`src/rtl/fb_pkg.sv`:
```
// Shared definitions for the framebuffer write side: default geometry,
// MIPI-DCS opcodes understood by the writer, and the command FSM encoding.
package fb_pkg;

    localparam int FB_H_DEF   = 480;
    localparam int FB_V_DEF   = 320;
    localparam int ADDR_W_DEF = 18;

    localparam logic [7:0] DCS_CASET = 8'h2A;
    localparam logic [7:0] DCS_PASET = 8'h2B;
    localparam logic [7:0] DCS_RAMWR = 8'h2C;

    typedef enum logic [1:0] {
        ST_IDLE  = 2'd0,
        ST_CASET = 2'd1,
        ST_PASET = 2'd2,
        ST_RAMWR = 2'd3
    } fbw_state_t;

endpackage

```
`src/rtl/fbw_addr_calc.sv`:
```
// Linear framebuffer address row*FB_H + col, truncated to ADDR_W.
// The 480-pixel-wide frame uses row*512 - row*32 so no multiplier is needed;
// any other width falls back to a generic multiply.
module fbw_addr_calc
    import fb_pkg::*;
#(
    parameter int FB_H   = FB_H_DEF,
    parameter int ADDR_W = ADDR_W_DEF
) (
    input  logic [15:0]       row,
    input  logic [15:0]       col,
    output logic [ADDR_W-1:0] addr
);

    logic [ADDR_W-1:0] row_w;
    logic [ADDR_W-1:0] col_w;

    assign row_w = ADDR_W'(row);
    assign col_w = ADDR_W'(col);

    generate
        if (FB_H == 480) begin : g_shift_add
            assign addr = (row_w << 9) - (row_w << 5) + col_w;
        end else begin : g_mul
            assign addr = row_w * ADDR_W'(FB_H) + col_w;
        end
    endgenerate

endmodule

```
`src/rtl/framebuffer_writer.sv`:
```
// Write side of the RGB565 framebuffer: decodes the host DCS byte stream
// (CASET / PASET / RAMWR) into registered RAM write beats.
// Optional build macro FB_WRITER_CLIP_EN suppresses writes for pixels
// outside the FB_H x FB_V frame while the window position keeps advancing.
module framebuffer_writer
    import fb_pkg::*;
#(
    parameter int FB_H   = FB_H_DEF,
    parameter int FB_V   = FB_V_DEF,
    parameter int ADDR_W = ADDR_W_DEF
) (
    input  logic              i_clk,
    input  logic              i_rst_n,
    input  logic              i_valid,
    input  logic              i_dc,
    input  logic [7:0]        i_data,
    output logic [ADDR_W-1:0] o_write_address,
    output logic [15:0]       o_write_data,
    output logic              o_write_enable,
    output logic              o_ramwr_active
);

    fbw_state_t        state, state_nxt;
    logic              cmd_beat, dat_beat, param_beat, pix_beat, in_frame;
    logic [15:0]       sc, ec, sp, ep;
    logic [15:0]       col, row;
    logic [1:0]        pidx;
    logic [23:0]       par_buf;
    logic              phase;
    logic [7:0]        hi_byte;
    logic [ADDR_W-1:0] pix_addr;
    logic              wr_vld_p1;
    logic [ADDR_W-1:0] wr_addr_p1;
    logic [15:0]       wr_data_p1;

    assign cmd_beat   = i_valid & ~i_dc;
    assign dat_beat   = i_valid & i_dc;
    assign param_beat = dat_beat && ((state == ST_CASET) || (state == ST_PASET));
    assign pix_beat   = dat_beat && (state == ST_RAMWR) && phase;

`ifdef FB_WRITER_CLIP_EN
    assign in_frame = (col < 16'(FB_H)) && (row < 16'(FB_V));
`else
    localparam logic FRAME_NONEMPTY = (FB_H > 0) && (FB_V > 0);
    assign in_frame = FRAME_NONEMPTY;
`endif

    fbw_addr_calc #(
        .FB_H   (FB_H),
        .ADDR_W (ADDR_W)
    ) u_addr_calc (
        .row  (row),
        .col  (col),
        .addr (pix_addr)
    );

    // FSM state register
    always_ff @(posedge i_clk or negedge i_rst_n) begin
        if (!i_rst_n) state <= ST_IDLE;
        else          state <= state_nxt;
    end

    // Next state: any command byte re-decodes; the 4th window parameter returns to idle
    always_comb begin
        state_nxt = state;
        if (cmd_beat) begin
            case (i_data)
                DCS_CASET: state_nxt = ST_CASET;
                DCS_PASET: state_nxt = ST_PASET;
                DCS_RAMWR: state_nxt = ST_RAMWR;
                default:   state_nxt = ST_IDLE;
            endcase
        end else if (param_beat && (pidx == 2'd3)) begin
            state_nxt = ST_IDLE;
        end
    end

    // Window parameters: collect three bytes, commit start/end together on the fourth
    always_ff @(posedge i_clk or negedge i_rst_n) begin
        if (!i_rst_n) begin
            sc      <= 16'd0;
            ec      <= 16'(FB_H - 1);
            sp      <= 16'd0;
            ep      <= 16'(FB_V - 1);
            pidx    <= 2'd0;
            par_buf <= 24'd0;
        end else if (cmd_beat) begin
            pidx <= 2'd0;
        end else if (param_beat) begin
            pidx <= pidx + 2'd1;
            case (pidx)
                2'd0: par_buf[23:16] <= i_data;
                2'd1: par_buf[15:8]  <= i_data;
                2'd2: par_buf[7:0]   <= i_data;
                default: begin
                    if (state == ST_CASET) begin
                        sc <= par_buf[23:8];
                        ec <= {par_buf[7:0], i_data};
                    end else begin
                        sp <= par_buf[23:8];
                        ep <= {par_buf[7:0], i_data};
                    end
                end
            endcase
        end
    end

    // Pixel byte phase and window position; advance after each completed pixel
    always_ff @(posedge i_clk or negedge i_rst_n) begin
        if (!i_rst_n) begin
            col     <= 16'd0;
            row     <= 16'd0;
            phase   <= 1'b0;
            hi_byte <= 8'd0;
        end else if (cmd_beat) begin
            phase <= 1'b0;
            if (i_data == DCS_RAMWR) begin
                col <= sc;
                row <= sp;
            end
        end else if (dat_beat && (state == ST_RAMWR)) begin
            if (!phase) begin
                hi_byte <= i_data;
                phase   <= 1'b1;
            end else begin
                phase <= 1'b0;
                if (col == ec) begin
                    col <= sc;
                    row <= (row == ep) ? sp : row + 16'd1;
                end else begin
                    col <= col + 16'd1;
                end
            end
        end
    end

    // Stage p1: registered write beat, one cycle after the second pixel byte
    always_ff @(posedge i_clk or negedge i_rst_n) begin
        if (!i_rst_n) begin
            wr_vld_p1  <= 1'b0;
            wr_addr_p1 <= '0;
            wr_data_p1 <= 16'd0;
        end else begin
            wr_vld_p1 <= pix_beat && in_frame;
            if (pix_beat) begin
                wr_addr_p1 <= pix_addr;
                wr_data_p1 <= {hi_byte, i_data};
            end
        end
    end

    assign o_write_enable  = wr_vld_p1;
    assign o_write_address = wr_addr_p1;
    assign o_write_data    = wr_data_p1;
    assign o_ramwr_active  = (state == ST_RAMWR);

endmodule

```
`config.mk`:
```
export PLATFORM = sky130hd
export DESIGN_NAME = framebuffer_writer
export DESIGN_NICKNAME = d
export VERILOG_FILES = /design/src/rtl/fb_pkg.sv /design/src/rtl/fbw_addr_calc.sv /design/src/rtl/framebuffer_writer.sv
export SDC_FILE = /design/constraint.sdc
export NUM_CORES = 1
export LEC_CHECK = 0
export BUFFER_PORTS_ARGS = -buffer_cell sky130_fd_sc_hd__buf_4
export CAP_MARGIN = 20
export CORE_MARGIN = 8
export CORE_UTILIZATION = 40
export DETAILED_ROUTE_END_ITERATION = 8
export PLACE_DENSITY_LB_ADDON = 0.12
export SLEW_MARGIN = 25
export SYNTH_ARGS = -nofsm -noshare
export SYNTH_HDL_FRONTEND = slang
export SYNTH_SLANG_ARGS = --single-unit
```
`constraint.sdc`:
```
create_clock -name i_clk -period 3.1 [get_ports i_clk]
set_input_delay 0.62 -clock i_clk [delete_from_list [all_inputs] [get_ports i_clk]]
set_output_delay 0.62 -clock i_clk [all_outputs]
set_load 0.01 [all_outputs]
```
==> out/metrics.yaml, run 1 <==
vias: 6156
placed_cells: 1118
min_period_ps: 2840
start_util: 0.401
finalHoldViolations: 0
worst_slew_margin_rel: 0.336
io_buffers: 47
fin_nets: 908
netlist_instances: 804
clk_pin_slew_ps: 70
hpwl_um: 16100
leakage_nw: 4.90
synth_ff_type: "dfrtp_1"
grt_use_total: 0.174
crit_path_start_kind: "flip-flop"
holdBufCountCts: 0
drc: 0
worstPathRequired_ps: 3440
fill_cells: 1991
yosysWarnings: 0
grt_pass1_vias: 6487
dieHeight_um: 163
wl_per_cell_um: 19.2
rsz0062_at_grt: "no"
cts_buffers: 17
die_x_um: 163
crit_path_end_kind: "flip-flop"
grt_overflow: 0
path_class: "flip-flop to flip-flop"
wirelength_um: 22100
cts_setup_buffers: 0
clockBufferDepth: 2
switching_share: 0.263
synthDistinctLibCells: 55
vias_per_cell: 5.35
hp-class: "primary input to asynchronous set/reset pin"
whs_ps: 180
diodes: 0
postCtsResizedCells: 0
status: "completed"
min_period_over_period: 0.916
clk_latency_ps: 440
antenna_found_initial: 0
finalClockSkew_ps: 23.9
p_comb_frac: 0.050
p_clk_frac: 0.464
clkSinkCount: 168
power_density_nw_per_um2: 459
die_area_sq_um: 26600
p_sw_mw: 1.20
intPower_mw: 3.38
final_util: 0.463
multi_input_area_sq_um: 4110
htree_levels: 4
place.gp.congestion: 0.853
cts_tree: "done"
rows: 54
antenna_left: 0
layoutNonFillerInstCount: 1150
synth_edf_count: 0
tns_ps: 0
syn_nets: 855
synth_area_per_cell_sq_um: 10.8
first_iter_violations: 361
synthArstFlopShare: 1.00
arrival_ps: 3180
ir_drop_mv: 0.376
seqCellArea_sq_um: 4220
slew_viol_final: 0
syn-cell-area_sq_um: 8650
cap_violations: 0
drive_gt1_frac: 0.252
cts-root-buf: "clkbuf_16"
drtPass1Iterations: 4
worst_pin_slew_ps: 996
fmaxAchievable_mhz: 352
seqPwrFrac: 0.487
core_sq_um: 21600
ys_seq_elements: 168
finalSetupViolCount: 0
grt_max_degree: 71
area.growth.synth_to_final_pct: 15.5
io_pins: 48
cp_max_fo: 5
ys_seq_area_frac: 0.488
grt_pass1_wl_um: 36100
==> through the flow <==
stage	power (mW)	setup WS (ps)	area, sq um
6_report	4.59	260	9990
3_3_place_gp	2.50	328	9380
3_5_place_dp	2.51	292	9380
4_1_cts	4.64	261	9990
2_1_floorplan	2.39	576	8650
5_1_grt	4.76	40.1	9990
==> worst max-delay path, cell delays in order, from the launching register on <==
cell and delay [ps]:
dfrtp_1 460, inv_1 130, ha_1 300, ha_1 390, o211ai_1 110, a21oi_1 220, o221ai_1 210, and2_1 220
or4_1 510, a41oi_1 220
==> cells in the mapped netlist, drive strengths merged (22+ instances only) <==
master	instances	area (sq um)
nand3	22	110
inv	48	180
clkbuf	25	93.8
mux2	96	1080
o21ai	42	210
dfrtp	153	3830
xor2	37	324
nor2	28	105
ha	32	400
mux2i	22	220
a21oi	31	166
nand2	106	398
==> logic make-up after synthesis <==
group / count (synthesis) / share of synthesized area
flops: 168 / 0.488
compound gates: 146 / 0.108
mux: 118 / 0.150
fa+ha+maj: 39 / 0.0625
xor+xnor: 46 / 0.0466
buf+inv: 81 / 0.0372
simple gates: 206 / 0.107
==> placed cells by master (no fill, tap or decap), types with 3 or more instances in the layout <==
master / count
o22ai_1: 15
o31ai_1: 4
a22oi_1: 10
mux2_2: 96
clkinv_8: 5
nor2_1: 27
clkbuf_16: 17
dfrtp_1: 153
inv_8: 5
and2_1: 6
nand2_1: 106
ha_1: 32
a21o_1: 9
o21ai_1: 10
o21ai_0: 32
nor3_1: 9
buf_4: 65
a21boi_1: 3
dfstp_2: 15
xor2_1: 37
inv_1: 48
nor4_1: 10
a21boi_0: 5
nand4_1: 12
a21oi_1: 30
o211ai_1: 3
nand3_1: 22
xnor2_1: 9
mux2i_1: 22
clkinv_4: 4
fa_1: 7
o21a_1: 9
==> flip-flops by register name, summed over array words and instances, names as in the netlist, 2 cells and up <==
| register | count |
|---|---|
| sp | 16 |
| row | 16 |
| par_buf | 24 |
| hi_byte | 8 |
| pidx | 2 |
| ec | 16 |
| state | 2 |
| ep | 16 |
| o_write_data | 16 |
| o_write_address | 18 |
| col | 16 |
| sc | 16 |
==> power groups by stage <==
stage,clock (mW),sequential (mW),combinational (mW)
after floorplan,0,2.27,0.120
after CTS,2.18,2.23,0.234
final,2.13,2.23,0.227
after detailed placement,0,2.27,0.233
after global placement,0,2.27,0.228
after global routing,2.27,2.23,0.258
==> path summary, 6_finish.rpt <==
check | slack, ps | end | start | cells past startpoint
setup / recovery | 260 | o_write_address[14] | row[0] | 9
hold / removal | 180 | o_write_address[7] | i_rst_n | 1
setup reg to reg | 260 | o_write_address[14] | row[0] | 9
hold reg to reg | 470 | o_write_data[9] | hi_byte[1] | 2
max in group asynchronous | 2080 | ep[8] | i_rst_n | 2
min in group i_clk | 420 | phase | i_valid | 2
==> metal layers <==
layer / global-route usage / vias to the layer above / wire length [um]
met2: 0.283 / 104 / 10600
met5: 0 / - / 0
li1: - / 2922 / -
met3: 0.0295 / 27 / 795
met1: 0.229 / 3103 / 10300
met4: 0.0688 / 0 / 451
==> cell type report <==
class,count,share of cell area
Clock buffer,17,0.0426
Clock inverter,15,0.0182
Inverter,48,0.0180
Multi-Input combinational cell,555,0.411
Sequential cell,168,0.423
Tap cell,280,0.0351
Timing Repair Buffer,67,0.0520
(Power assumes the default switching activity.)
==> run 2: changes to the inputs <==
Settings changed: SETUP_SLACK_MARGIN set to 0.5.
==> run 2 against run 1 <==
Compared with the run above:
- core utilization grew 1.2 points
- final cell count grew 0.87%
- routed wire length grew 2.0%
- hold slack gained 7.1 ps
- register-to-register slack gained 310 ps
- highest routed layer unchanged
- critical path depth shrank 1
==> out/metrics.yaml, run 2 (synthesis gave the netlist of run 1 again) <==
wl_per_cell_um: 19.4
grt_use_total: 0.175
cts_tree: "done"
drc: 0
worst_r2r_startpoint: "row[4]"
dieHeight_um: 163
grt_max_degree: 71
htree_levels: 4
grt_pass1_vias: 6518
slew_viol_final: 0
top_register: "par_buf"
worstPathRequired_ps: 3450
diodes: 0
vias_per_cell: 5.41
ir_drop_mv: 0.379
crit_path_end_kind: "flip-flop"
cts-root-buf: "clkbuf_16"
wirelength_um: 22500
arrival_ps: 2880
cts_buffers: 17
mostFrequentLayoutCell: "dfrtp_1"
rsz0062_at_grt: "yes"
crit_path_start_kind: "flip-flop"
finalSetupViolCount: 0
core_sq_um: 21600
hp-class: "primary input to asynchronous set/reset pin"
place_ws_ps: 292
vias: 6275
fin_nets: 918
clockBufferDepth: 2
grt_pass1_wl_um: 36200
crit_start: "row[4]"
min_period_over_period: 0.817
holdBufCountCts: 0
setup_ws_ps: 569
io_buffers: 47
finalClockSkew_ps: 10.3
path_class: "flip-flop to flip-flop"
largest_reg_flops: 24
mostFrequentLayoutCells: "141 x dfrtp_1, 104 x nand2_1, 96 x mux2_2"
place.gp.congestion: 0.853
worst_pin_slew_ps: 1010
clk_pin_slew_ps: 70
reg2reg_slack_ps: 570
die_area_sq_um: 26600
start_util: 0.401
area.growth.synth_to_final_pct: 18.5
clkSinkCount: 168
hpwl_um: 16100
worst_slew_margin_rel: 0.327
power_density_nw_per_um2: 450
finalHoldViolations: 0
io_pins: 48
leakage_nw: 4.93
tns_ps: 0
antenna_left: 0
status: "completed"
drive_gt1_frac: 0.310
die_x_um: 163
first_iter_violations: 288
grt_overflow: 0
min_period_ps: 2530
cap_violations: 0
rows: 54
antenna_found_initial: 0
fmaxAchievable_mhz: 395
cp_max_fo: 4
clk_latency_ps: 430
drtPass1Iterations: 4
## run 2: through the flow
step / instance area, sq um / hold WS, ps / util / power (mW) / instances
3_5_place_dp: 9380 / 458 / 0.435 / 2.51 / 1118
6_report: 10300 / 187 / 0.476 / 4.61 / 1160
2_1_floorplan: 8650 / 324 / - / 2.39 / 804
3_3_place_gp: 9380 / 445 / 0.435 / 2.50 / 1118
5_1_grt: 10300 / 230 / 0.476 / 4.78 / 1160
4_1_cts: 10000 / 212 / 0.466 / 4.65 / 1150
## run 2: worst paths after layout
kind | endpoint | depth (start not counted)
setup / recovery | o_write_address[14] | 8
hold / removal | o_write_address[7] | 1
setup reg to reg | o_write_address[14] | 8
hold reg to reg | o_write_data[9] | 2
max in group asynchronous | ep[8] | 2
min in group i_clk | phase | 2
## run 2: repair_timing
item,4_1_cts,5_1_grt
gates resized for setup,15,37
pin swaps,0,5
cloned,0,1
endpoints found under the hold margin,0,0
buffers inserted,0,9
setup endpoints to repair,12,22
## run 2: final cells by class
type / count / area, sq um
clock buffers: 17 / 425
clock inverters: 15 / 181
fillers: 1978 / 11300
inverters: 48 / 180
multi-input cells: 556 / 4290
flip-flops and latches: 168 / 4240
well taps: 280 / 350
repair buffers: 76 / 587
## run 2: layer usage
layer,vias to the layer above,part of all wire,track usage
li1,2946,-,-
met1,3175,0.47,0.227
met2,112,0.47,0.283
met3,42,0.033,0.0318
met4,0,0.030,0.0746
met5,-,0,0
## run 2: power by group
group          internal [mW]  switching, mW
logic                 0.0889          0.158
clock network           1.09           1.04
registers               2.21         0.0213
total                   3.39           1.22
## run 2: critical path: stages (launching register included)
cell and delay, ps:
dfrtp_1 420, inv_2 90, fa_1 510, ha_4 310
and2_4 150, o221ai_2 110, and2_4 170, or4_4 510
a41oi_2 180
==> run 3: changes to the inputs <==
Clock period 3.1 ns to 2.2 ns, I/O delays scaled along.
==> run 3 against run 2 <==
Compared with the run above:
- the flow now finishes with violations (setup timing)
- global-route usage is 2.0 points higher
- routed wire length grew 17%
- final cell count increased by 10%
- register-to-register slack got worse by 780 ps
- highest routed layer unchanged
- non-clock buffer count grew 122
- critical path type unchanged
- clock power is 47% higher
- hold slack better by 78 ps
- via count is 11% higher
- worst setup slack worse by 780 ps
==> out/metrics.yaml, run 3 (synthesis gave the netlist of run 1 again) <==
status: "finished, violations left"
violations: "setup timing"
drtPass1Iterations: 5
vias_per_cell: 5.45
start_util: 0.401
worstPathRequired_ps: 2550
cap_violations: 0
cts-root-buf: "clkbuf_16"
slew_viol_final: 0
mostFrequentLayoutCells: "149 x buf_4, 147 x dfrtp_1, 98 x nand2_1"
clk_latency_ps: 430
first_iter_violations: 402
crit_path_end_kind: "flip-flop"
diodes: 0
min_period_over_period: 1.10
leakage_nw: 5.95
grt_pass1_wl_um: 40300
hpwl_um: 17700
cts_tree: "done"
path_class: "flip-flop to flip-flop"
cpPeakStageDelay_ps: 540
fill_cells: 1758
min_period_ps: 2420
crit_start: "row[4]"
io_buffers: 47
final_util: 0.576
wl_per_cell_um: 20.6
finalSetupViolCount: 18
arrival_ps: 2760
critPathTopFamily: "compound AO/OA/AOI/OAI gates"
place_ws_ps: -193
rows: 54
power_density_nw_per_um2: 547
cp_max_fo: 3
hp-class: "primary input to flip-flop"
multi_input_area_sq_um: 5110
die_x_um: 163
hp-start: "i_valid"
dieHeight_um: 163
layoutNonFillerInstCount: 1281
p_total_mw: 6.79
crit_path_start_kind: "flip-flop"
ir_drop_mv: 0.465
finalHoldViolations: 0
area.growth.synth_to_final_pct: 43.4
fmaxAchievable_mhz: 414
mostFrequentLayoutCell: "buf_4"
finalClockSkew_ps: 14.5
placed_cells: 1201
setup_ws_ps: -215
drc: 0
clk_pin_slew_ps: 80
die_area_sq_um: 26600
fin_nets: 1039
rsz0062_at_grt: "yes"
place.gp.congestion: 0.882
grt_overflow: 0
drive_gt1_frac: 0.469
grt_pass1_vias: 7112
antenna_left: 0
cpMaxStageDelayCell: "fa_1"
seqCellArea_sq_um: 4230
critPathBufInv: 3
vias: 6976
crit_path_cell_trace: "inv_2 > buf_4 > fa_1 > inv_2 > ha_4 > a21o_1 > a21o_1 > a21oi_2 > o31ai_2 > o21a_1 > o31ai_2"
grt_max_degree: 68
worst_slew_margin_rel: 0.670
top_register: "par_buf"
cts_buffers: 17
whs_ps: 265
clkSinkCount: 168
grt_use_total: 0.195
antenna_found_initial: 0
worst_pin_slew_ps: 492
worst_r2r_startpoint: "row[4]"
clockBufferDepth: 2
htree_levels: 4
core_sq_um: 21600
wirelength_um: 26400
largest_reg_flops: 24
io_pins: 48
## run 3: cell types whose count changed in the layout (fill, tap and decap cells not counted), sizes merged
cell,delta
clkinvlp,+1
buf,+118
clkinv,-3
bufinv,+1
clkbuf,+3
a21oi,-1
dlygate4sd3,+1
inv,+1
## run 3: area by class of cell
cell class | instances | area share
clock buffers | 17 | 0.0343
clock inverters | 15 | 0.0159
flip-flops and latches | 168 | 0.341
well taps | 280 | 0.0282
repair buffers | 198 | 0.154
inverters | 48 | 0.0148
multi-input cells | 555 | 0.412
## run 3: metrics by stage
stage,TNS (ps),cell area (sq um)
after floorplan,-501,8990
after global placement,-830,10300
after detailed placement,-1260,10300
after CTS,-899,11600
after global routing,-3740,12400
final,-1150,12400
## run 3: timing repair
item,4_1_cts,5_1_grt
hold buffers,1,0
buffers inserted,14,23
hold endpoints to repair,26,0
pin swaps,14,48
setup endpoints to repair,102,132
resized for setup,86,136
gates cloned,6,4
## run 3: metal layers
| layer | part of all wire | vias up | wire length, um | GRT usage |
|---|---|---|---|---|
| li1 | - | 3187 | - | - |
| met4 | 0.033 | 0 | 875 | 0.0863 |
| met3 | 0.038 | 54 | 997 | 0.0295 |
| met2 | 0.49 | 199 | 13000 | 0.319 |
| met5 | 0 | - | 0 | 0 |
| met1 | 0.44 | 3536 | 11600 | 0.254 |
## run 3: final timing paths
kind	endpoint	slack [ps]	depth (start not counted)
worst max-delay path	o_write_address[16]	-220	11
worst min-delay path	phase	270	2
worst max register to register	o_write_address[16]	-220	11
worst min register to register	o_write_data[11]	470	2
max in group asynchronous	ep[8]	1010	3
min in group asynchronous	o_write_address[7]	460	2
## run 3: power breakdown
part	total [mW]	internal (mW)	switching (mW)
combinational	0.502	0.223	0.280
sequential	3.14	3.12	0.0272
clock	3.14	1.65	1.49
total	6.79	4.99	1.79
## run 3: worst register-to-register path, delay by kind of cell (launching register included)
| family | cells | cell delay [ps] |
|---|---|---|
| AO/OA/AOI/OAI | 6 | 960 |
| adder cells (fa/ha/maj) | 2 | 770 |
| buffers and inverters | 3 | 240 |
| flip-flops | 1 | 370 |
